**src/rtl/spi_master_4mb_if.sv**
```systemverilog
// SPI master bundle: host request/response signals plus the four SPI pins.
// The master modport is the SPI master's own view of the bundle.
// The slave modport is the view of whatever drives requests and models the SPI slave.
interface spi_master_4mb_if;
  logic        start;
  logic [1:0]  cs_sel;
  logic [15:0] tx_addr;
  logic [31:0] tx_data;
  logic        busy;
  logic        done;
  logic [31:0] rx_data;
  logic        mclk;
  logic        mosi;
  logic        miso;
  logic [3:0]  cs_n;

  modport master (
    input  start, cs_sel, tx_addr, tx_data, miso,
    output busy, done, rx_data, mclk, mosi, cs_n
  );

  modport slave (
    output start, cs_sel, tx_addr, tx_data, miso,
    input  busy, done, rx_data, mclk, mosi, cs_n
  );
endinterface

```
**src/rtl/spi_master_4mb.sv**
```systemverilog
// SPI mode-3 master: one 48-bit full-duplex frame (16b addr + 32b data) to one of 4 slaves.
// Latency: cs_n low for CS_SETUP + 96*CLK_DIV + CS_HOLD cycles, done then IDLE_GAP cycles of idle.
// No queuing: start is only looked at in IDLE; requests while busy are dropped.
module spi_master_4mb #(
  parameter int unsigned CLK_DIV  = 5,
  parameter int unsigned CS_SETUP = 4,
  parameter int unsigned CS_HOLD  = 4,
  parameter int unsigned IDLE_GAP = 10
) (
  input  logic             clk_100m,
  input  logic             rst_n,
  spi_master_4mb_if.master bus
);

  // Terminal counts for the shared cycle counter, one per timed state.
  localparam logic [7:0] DIV_LAST   = 8'(CLK_DIV - 1);
  localparam logic [7:0] SETUP_LAST = 8'(CS_SETUP - 1);
  localparam logic [7:0] HOLD_LAST  = 8'(CS_HOLD - 1);
  localparam logic [7:0] GAP_LAST   = 8'(IDLE_GAP - 1);
  localparam logic [5:0] FRAME_BITS = 6'd48;

  typedef enum logic [2:0] {
    IDLE  = 3'd0,
    SETUP = 3'd1,
    SHIFT = 3'd2,
    HOLD  = 3'd3,
    GAP   = 3'd4
  } state_t;

  state_t      state_q;
  logic [7:0]  cnt_q;       // cycles spent in the current state / half-period
  logic [5:0]  bit_cnt_q;   // mclk rising edges seen this frame, saturates at 48
  logic [47:0] tx_sh_q;     // frame being shifted out, bit 47 is on the wire
  logic [31:0] rx_sh_q;     // last 32 MISO samples; older address-phase bits fall off the top
  logic        mclk_q;
  logic        mosi_q;
  logic [3:0]  cs_n_q;
  logic        busy_q;
  logic        done_q;
  logic [31:0] rx_data_q;

  logic        cnt_end;
  logic [3:0]  cs_n_sel;

  // Active-low one-hot decode of the requested slave, captured only on accept.
  assign cs_n_sel = ~(4'b0001 << bus.cs_sel);

  // Terminal-count detect for whichever interval the FSM is currently timing.
  always_comb begin
    cnt_end = 1'b0;
    case (state_q)
      SETUP:   cnt_end = (cnt_q == SETUP_LAST);
      SHIFT:   cnt_end = (cnt_q == DIV_LAST);
      HOLD:    cnt_end = (cnt_q == HOLD_LAST);
      GAP:     cnt_end = (cnt_q == GAP_LAST);
      default: cnt_end = 1'b0;
    endcase
  end

  // Frame sequencer; every pin and status output is a register updated here.
  always_ff @(posedge clk_100m or negedge rst_n) begin
    if (!rst_n) begin
      state_q   <= IDLE;
      cnt_q     <= '0;
      bit_cnt_q <= '0;
      tx_sh_q   <= '0;
      rx_sh_q   <= '0;
      mclk_q    <= 1'b1;
      mosi_q    <= 1'b1;
      cs_n_q    <= 4'hF;
      busy_q    <= 1'b0;
      done_q    <= 1'b0;
      rx_data_q <= '0;
    end else begin
      done_q <= 1'b0;
      case (state_q)
        IDLE: begin
          if (bus.start) begin
            // Everything the frame needs is captured here, so later input
            // changes cannot disturb it.
            state_q   <= SETUP;
            cnt_q     <= '0;
            bit_cnt_q <= '0;
            tx_sh_q   <= {bus.tx_addr, bus.tx_data};
            mosi_q    <= bus.tx_addr[15];
            mclk_q    <= 1'b1;
            cs_n_q    <= cs_n_sel;
            busy_q    <= 1'b1;
          end
        end

        SETUP: begin
          if (cnt_end) begin
            // First falling edge; mosi already holds bit 47 from accept.
            state_q <= SHIFT;
            cnt_q   <= '0;
            mclk_q  <= 1'b0;
          end else begin
            cnt_q <= cnt_q + 8'd1;
          end
        end

        SHIFT: begin
          if (!cnt_end) begin
            cnt_q <= cnt_q + 8'd1;
          end else begin
            cnt_q <= '0;
            if (!mclk_q) begin
              // End of low half: rising edge, sample MISO on this same edge.
              mclk_q  <= 1'b1;
              rx_sh_q <= {rx_sh_q[30:0], bus.miso};
              if (bit_cnt_q != FRAME_BITS) begin
                bit_cnt_q <= bit_cnt_q + 6'd1;
              end
            end else if (bit_cnt_q == FRAME_BITS) begin
              // High half of the last bit is over; mclk stays high through HOLD.
              state_q <= HOLD;
            end else begin
              // Falling edge of the next bit: present the next MOSI bit.
              mclk_q  <= 1'b0;
              mosi_q  <= tx_sh_q[46];
              tx_sh_q <= {tx_sh_q[46:0], 1'b1};
            end
          end
        end

        HOLD: begin
          if (cnt_end) begin
            state_q   <= GAP;
            cnt_q     <= '0;
            cs_n_q    <= 4'hF;
            mosi_q    <= 1'b1;
            done_q    <= 1'b1;
            rx_data_q <= rx_sh_q;
          end else begin
            cnt_q <= cnt_q + 8'd1;
          end
        end

        GAP: begin
          if (cnt_end) begin
            state_q <= IDLE;
            cnt_q   <= '0;
            busy_q  <= 1'b0;
          end else begin
            cnt_q <= cnt_q + 8'd1;
          end
        end

        default: begin
          state_q <= IDLE;
          cnt_q   <= '0;
          mclk_q  <= 1'b1;
          mosi_q  <= 1'b1;
          cs_n_q  <= 4'hF;
          busy_q  <= 1'b0;
        end
      endcase
    end
  end

  assign bus.mclk    = mclk_q;
  assign bus.mosi    = mosi_q;
  assign bus.cs_n    = cs_n_q;
  assign bus.busy    = busy_q;
  assign bus.done    = done_q;
  assign bus.rx_data = rx_data_q;

endmodule

```
**src/flat_wrapper.sv**
```systemverilog
// flat-port wrapper written by rule: the top's interface ports become plain ports
module spi_master_4mb_flat 
#(
  parameter int unsigned CLK_DIV  = 5,
  parameter int unsigned CS_SETUP = 4,
  parameter int unsigned CS_HOLD  = 4,
  parameter int unsigned IDLE_GAP = 10
)
  (clk_100m, rst_n, bus_start, bus_cs_sel, bus_tx_addr, bus_tx_data, bus_miso, bus_busy, bus_done, bus_rx_data, bus_mclk, bus_mosi, bus_cs_n);
  spi_master_4mb_if bus_i ();
  input  logic clk_100m;
  input  logic rst_n;
  input wire logic [$bits(bus_i.start)-1:0] bus_start;
  input wire logic [$bits(bus_i.cs_sel)-1:0] bus_cs_sel;
  input wire logic [$bits(bus_i.tx_addr)-1:0] bus_tx_addr;
  input wire logic [$bits(bus_i.tx_data)-1:0] bus_tx_data;
  input wire logic [$bits(bus_i.miso)-1:0] bus_miso;
  output wire logic [$bits(bus_i.busy)-1:0] bus_busy;
  output wire logic [$bits(bus_i.done)-1:0] bus_done;
  output wire logic [$bits(bus_i.rx_data)-1:0] bus_rx_data;
  output wire logic [$bits(bus_i.mclk)-1:0] bus_mclk;
  output wire logic [$bits(bus_i.mosi)-1:0] bus_mosi;
  output wire logic [$bits(bus_i.cs_n)-1:0] bus_cs_n;
  assign bus_i.start = bus_start;
  assign bus_i.cs_sel = bus_cs_sel;
  assign bus_i.tx_addr = bus_tx_addr;
  assign bus_i.tx_data = bus_tx_data;
  assign bus_i.miso = bus_miso;
  assign bus_busy = bus_i.busy;
  assign bus_done = bus_i.done;
  assign bus_rx_data = bus_i.rx_data;
  assign bus_mclk = bus_i.mclk;
  assign bus_mosi = bus_i.mosi;
  assign bus_cs_n = bus_i.cs_n;
  spi_master_4mb #(.CLK_DIV(CLK_DIV), .CS_SETUP(CS_SETUP), .CS_HOLD(CS_HOLD), .IDLE_GAP(IDLE_GAP)) u_core (.clk_100m(clk_100m), .rst_n(rst_n), .bus(bus_i));
endmodule
```
**config.mk**
```make
export PLATFORM = sky130hd
export DESIGN_NAME = spi_master_4mb_flat
export DESIGN_NICKNAME = d
export VERILOG_FILES = /design/src/rtl/spi_master_4mb_if.sv /design/src/rtl/spi_master_4mb.sv /design/src/flat_wrapper.sv
export SDC_FILE = /design/constraint.sdc
export NUM_CORES = 1
export LEC_CHECK = 0
export CORE_MARGIN = 5
export CORE_UTILIZATION = 48
export DETAILED_ROUTE_END_ITERATION = 10
export GPL_ROUTABILITY_DRIVEN = 1
export PLACE_DENSITY = 0.72
export SLEW_MARGIN = 10
export SYNTH_ARGS = -nofsm -noshare
export SYNTH_HDL_FRONTEND = slang
export SYNTH_SLANG_ARGS = --single-unit
```
**constraint.sdc**
```tcl
create_clock -name clk_100m -period 6.35 [get_ports clk_100m]
set_input_delay 0.635 -clock clk_100m [delete_from_list [all_inputs] [get_ports clk_100m]]
set_output_delay 0.635 -clock clk_100m [all_outputs]
set_load 0.02 [all_outputs]
```
=== Yosys cells after proc, flatten, opt, wreduce, memory -nomap -nowiden ===
Cells that the tools add are included.

* Equality and inequality tests: 19
* Bitwise logic cells: 6
* Reduce and logical (&&, ||, !) cells: 17
* Shift operators: 1
* Add/sub/neg operators: 2
* Multiplexer cells: 40

{| class="wikitable"
|+ Operator list
! operator !! count
|-
| $mux 47 || 4
|-
| $pmux 47 s2 || 1
|-
| $mux 6 || 4
|-
| $mux 3 || 7
|-
| $mux 8 || 2
|-
| $pmux 8 s2 || 1
|-
| $pmux 3 s5 || 1
|-
| $ne 2x1->1 const B || 7
|-
| $mux 1 || 12
|-
| $pmux 4 s3 || 1
|-
| $pmux 6 s2 || 1
|-
| $reduce_and 5->1 || 2
|-
| $reduce_and 3->1 || 3
|-
| $add 8x1->8 const B || 1
|-
| $eq 8x2->1 const B || 1
|-
| $eq 8x3->1 const B || 1
|-
| $eq 8x4->1 const B || 1
|-
| $mux 4 || 2
|-
| $pmux 1 s4 || 2
|-
| $reduce_and 7->1 || 1
|-
| $add 6x1->6 const B || 1
|-
| $eq 3x2->1 const B || 2
|-
| $eq 6x6->1 const B || 1
|-
| $ne 2x2->1 const B || 3
|-
| 15 further kinds || 23
|}

* Logic and storage cells: 96
* Register bits after elaboration: 136
* Input bits: 54
* Output and inout port bits: 40

=== Longest topological paths before layout ===
* Depth in word-level cells: 5
* Mapped depth: 8
* Depth with buffers taken out: 6

=== Worst setup path before layout ===
Ideal clock, no wire load.

* Path type: flip-flop to flip-flop
* Start point: register u_core.cnt_q[2]
* End point: register u_core.rx_data_q[10] (netlist: u_core.bus.rx_data[10])
* Required time: 6225 ps
* Buffers on the path: 3
* Library setup time: 125 ps
* Clock period less this slack: 2453 ps
* Path slack: 3897 ps
* Cell stages (with the launch flop): 9
* Data arrival time: 2328 ps
* Path through: dfrtp_1 buf_2 or3b_1 a211o_1 a21o_2 or3_1 buf_6 buf_12 mux2_4

* Longest elaborated chain between the ends: 3
* Elaborated cells on any way between the ends: 5
* Classes of those cells: 3 x eq/ne; 1 x mux; 1 x reduce/logical

{| class="wikitable"
|+ Ends and longest elaborated chain
! item !! line !! source
|-
| start, declared || spi_master_4mb.sv:31 || <nowiki>logic [7:0] cnt_q;</nowiki>
|-
| start signal, assigned || spi_master_4mb.sv:99 || <nowiki>cnt_q <= cnt_q + 8'd1;</nowiki>
|-
| start signal, assigned || spi_master_4mb.sv:105 || <nowiki>cnt_q <= cnt_q + 8'd1;</nowiki>
|-
| start signal, assigned || spi_master_4mb.sv:136 || <nowiki>cnt_q <= cnt_q + 8'd1;</nowiki>
|-
| $eq 8x4->1 (tied with other cells) || spi_master_4mb.sv:55 || <nowiki>GAP: cnt_end = (cnt_q == GAP_LAST);</nowiki>
|-
| $pmux 1 s3 * || spi_master_4mb.sv:51 || <nowiki>case (state_q)</nowiki>
|-
| $reduce_and 2->1 (no line) * || - ||
|-
| end signal, assigned || spi_master_4mb.sv:134 || <nowiki>rx_data_q <= rx_sh_q;</nowiki>
|-
| end, declared || spi_master_4mb.sv:40 || <nowiki>logic [31:0] rx_data_q;</nowiki>
|}

Every way passes the cells marked *; elsewhere a longest branch is shown, timed or not.
A chain may end at the register's enable or synchronous reset.

=== Worst setup path in the final report ===
* Start point: register u_core.state_q[2]
* End point: register u_core.tx_sh_q[7]

* Longest elaborated chain between the ends: 5
* Elaborated cells on any way between the ends: 14
* Classes of those cells: 8 x eq/ne; 2 x mux; 4 x reduce/logical

{| class="wikitable"
|+ Ends and longest elaborated chain
! item !! line !! source
|-
| start, declared || spi_master_4mb.sv:30 || <nowiki>state_t state_q;</nowiki>
|-
| start signal, assigned || spi_master_4mb.sv:63 || <nowiki>state_q <= IDLE;</nowiki>
|-
| start signal, assigned || spi_master_4mb.sv:81 || <nowiki>state_q <= SETUP;</nowiki>
|-
| start signal, assigned || spi_master_4mb.sv:95 || <nowiki>state_q <= SHIFT;</nowiki>
|-
| $eq 3x1->1 / $eq 3x2->1 (equally long branches) || spi_master_4mb.sv:51 ||
|-
| $reduce_or 2->1 (no line) || - ||
|-
| $pmux 1 s3 || spi_master_4mb.sv:51 ||
|-
| $ne 2x1->1 (no line) || - ||
|-
| $reduce_and 5->1 (no line) || - ||
|-
| end signal, assigned || spi_master_4mb.sv:84 || <nowiki>tx_sh_q <= {bus.tx_addr, bus.tx_data};</nowiki>
|-
| end signal, assigned || spi_master_4mb.sv:122 || <nowiki>tx_sh_q <= {tx_sh_q[46:0], 1'b1};</nowiki>
|-
| end, declared || spi_master_4mb.sv:33 || <nowiki>logic [47:0] tx_sh_q;</nowiki>
|}

Parallel ways exist; a longest one is shown, timed or not.

==> impl_metrics.py <==
metrics = {
    "sta": {
        "rsz0062_at_grt": "false",
        "min_period_ps": 3199,
        "fin_crit_sh_pct": 50.38,
        "setup_viol": 0,
        "max_freq_mhz": 312.6,
        "slew_headroom_pct": 25.66,
        "finalSetupTns_ps": 0,
        "hold_viol": 0,
        "tightest_slew_ps": 1111,
        "finClkSkew_ps": 6.466,
        "drv_slew": 0,
    },
    "place": {
        "place_area_sq_um": 7158,
        "routabilityCongestion": 0.8516,
        "dp_hpwl_um": 8365,
        "portBuffers": 93,
    },
    "routing": {
        "firstDrtPassIters": 5,
        "post_drt_wl_per_cell_um": 17.47,
        "routed_wl_um": 12890,
        "drtAntennaViolNets": 0,
        "drt_iter0_markers": 269,
        "dr_total_vias": 4180,
        "vias_per_cell": 5.664,
        "drc_errors": 0,
    },
    "worst_setup_path": {
        "path_cells": "or3b_1, a211o_1, a211o_2, o21ai_4, o221a_2",
        "r2r_start": "u_core.state_q[2]",
        "startpoint": "u_core.state_q[2]",
        "crit_family": "compound AO/OA/AOI/OAI gates",
        "cp-start-kind": "flip-flop",
        "arrival_ps": 3550,
        "worstPathMaxFanout": 46,
        "critPathSlowestCell": "o21ai_4",
        "crit_path_end_kind": "flip-flop",
        "crit_buf_inv": 0,
        "max_stage_delay_ps": 900,
        "critical_path_class": "reg -> reg",
        "worst_ep_required_time_ps": 6700,
    },
    "run_status": {
        "status": "completed",
    },
    "grt": {
        "grt_pass1_wl_um": 21160,
        "grt_most_used_layer": "met2",
        "antenna_found_initial": 0,
        "track_usage_pct": 17.86,
        "use_met1_pct": 25.61,
        "grt_pass1_vias": 4142,
        "met2_usage_pct": 26.46,
        "grt_start_max_net_pins": 80,
        "met3_usage_pct": 4.269,
        "grt_overflow": 0,
    },
    "pwr": {
        "p_per_area_nw_per_um2": 406.6,
        "power_leakage_nw": 3.378,
        "vdd_drop_max_mv": 0.2230,
    },
    "min_path": {
        "min_path_type": "in -> async",
    },
    "floorplanning": {
        "dieArea_sq_um": 15310,
        "rows": 41,
        "fp.dieH_um": 123.7,
        "start_util_pct": 49.01,
        "core_sq_um": 12670,
        "pin_count": 94,
        "die_w_um": 123.7,
    },
    "synth": {
        "synth_ff_type": "dfrtp_1",
        "ys_async_sr_fraction_pct": 100.0,
        "syn_area_sq_um": 6210,
        "avgSynthCellArea_sq_um": 13.13,
        "synth_seq_cells": 136,
        "ys.warnings.count": 0,
        "ys_seq_area_share_pct": 54.93,
        "synth_fp_nets": 530,
        "synth.distinct_cells": 64,
        "synthCells": 473,
        "synth_edf_count": 0,
    },
    "clocking": {
        "htree_levels": 4,
        "numCtsBuffers": 17,
        "cts_root_buf": "clkbuf_16",
        "cts_resized": 0,
        "clockBufferDepth": 2,
        "path_clk_slew_ps": 60,
        "ctsHoldBuffers": 0,
        "post-cts-setup-buffers": 0,
        "clock_sinks": 136,
        "cts_tree": "yes",
        "worstSkewPairLatency_ps": 420,
    },
    "flow_run": {
        "drv_cap": 0,
    },
    "final_layout": {
        "fin_area_sq_um": 7794,
        "drive_gt1_share_pct": 28.09,
        "syn2layout_area_growth_pct": 25.51,
        "diodes": 0,
        "final_nets": 610,
    },
}
==> state kept, by name, summed over array words and instances, names as in the netlist, 3 cells and up <==
register            count
u_core.tx_sh_q         47
u_core.bus.rx_data     32
u_core.rx_sh_q         32
u_core.cnt_q            8
u_core.bit_cnt_q        6
u_core.bus.cs_n         4
u_core.state_q          3
==> path summary, 6_finish.rpt <==
check / to / slack, ps / depth (start not counted)
max: u_core.tx_sh_q[7] / 3150 / 5
min: u_core.tx_sh_q[22] / 240 / 1
max reg2reg: u_core.tx_sh_q[7] / 3150 / 5
min reg2reg: u_core.bus.rx_data[12] / 510 / 1
max in group asynchronous: u_core.rx_sh_q[17] / 4880 / 2
min in group clk_100m: u_core.bus.rx_data[12] / 510 / 1
==> final cells by class <==
cell class	count	area (sq um)
clock inverters	8	168.9
multi-input cells	296	2556
well taps	172	215.2
flip-flops and latches	136	3411
fillers	995	4877
clock buffers	24	461.7
inverters	5	18.77
repair buffers	97	962.2
==> cells by family (layout without fill, tap and decap cells) <==
kind of cell | count (synthesis) | after routing | share of synthesized area (%)
muxes | 64 | 64 | 13.42
AOI/OAI and AO/OA | 99 | 99 | 14.37
and+or+nand+nor | 122 | 122 | 11.55
adders and majority gates | 3 | 3 | 0.6045
xor gates and xnor gates | 8 | 8 | 1.128
buffers and inverters | 41 | 134 | 4.010
DFF | 136 | 136 | 54.93
==> worst register-to-register path: stages (launching register included) <==
cell	delay, ps
dfrtp_1	560
or3b_1	450
a211o_1	360
a211o_2	470
o21ai_4	910
o221a_2	390
==> layout by cell type (no fill, tap or decap), drive strengths merged, types with 3 or more instances in the layout <==
master,synthesis,layout
ha,3,3
nand4,7,7
buf,19,5
xor2,6,6
nor2b,3,3
or4,3,3
a21oi,13,13
nand3,14,14
o211ai,4,4
o31ai,5,5
nor3,3,3
a21o,3,3
nand2,14,14
o221a,46,46
o21ai,8,8
or3,49,49
dfrtp,130,130
inv,5,5
nor2,12,12
dfstp,6,6
clkdlybuf4s50,0,92
clkbuf,17,24
mux2,64,64
bufinv,0,5
clkinv,0,3
==> layer usage <==
metal,vias up,part of all wire (%)
li1,1969,-
met1,2083,47
met2,107,47
met3,21,4.9
met4,0,1.5
met5,-,0
==> synth_stat cells (all sizes together) (2+ instances only) <==
master	instances	area share, %
and2	2	0.20
o221a	46	8.3
o311ai	2	0.28
mux2	64	13
o31ai	5	0.60
inv	5	0.30
a21oi	13	1.0
ha	3	0.60
o21ai	8	0.83
buf	19	2.7
a311oi	2	0.28
or4	3	0.40
or2	2	0.20
dfrtp	130	52
nand3	14	1.1
nand4	7	0.71
xor2	6	0.85
o22ai	2	0.20
nor3	3	0.24
nor2	12	0.73
a22oi	2	0.24
xnor2	2	0.28
or3b	2	0.28
dfstp	6	2.5
nand2	14	0.85
nor2b	3	0.30
or3	49	5.0
and4b	2	0.34
o211ai	4	0.48
nand3b	2	0.24
clkbuf	17	1.0
a21o	3	0.38
a211o	2	0.30
==> where the power goes <==
part	switching, mW	total (mW)	internal [mW]
registers	0.194	1.29	1.09
logic	0.411	0.823	0.412
clock network	0.351	1.06	0.707
total	0.956	3.17	2.21
==> metrics by stage <==
step / cells / utilization (%) / power, mW / hold WS [ps] / worst slack, ps
2_1_floorplan: 473 / - / 1.889 / 339.4 / 3897
3_3_place_gp: 706 / 56.49 / 2.085 / 485.4 / 3290
4_1_cts: 738 / 61.47 / 3.187 / 267.7 / 3183
3_5_place_dp: 706 / 56.49 / 2.111 / 498.3 / 3218
5_1_grt: 738 / 61.51 / 3.340 / 305.7 / 2885
6_report: 738 / 61.51 / 3.169 / 239.4 / 3151
No activity file was read; power rests on OpenSTA's default activity.
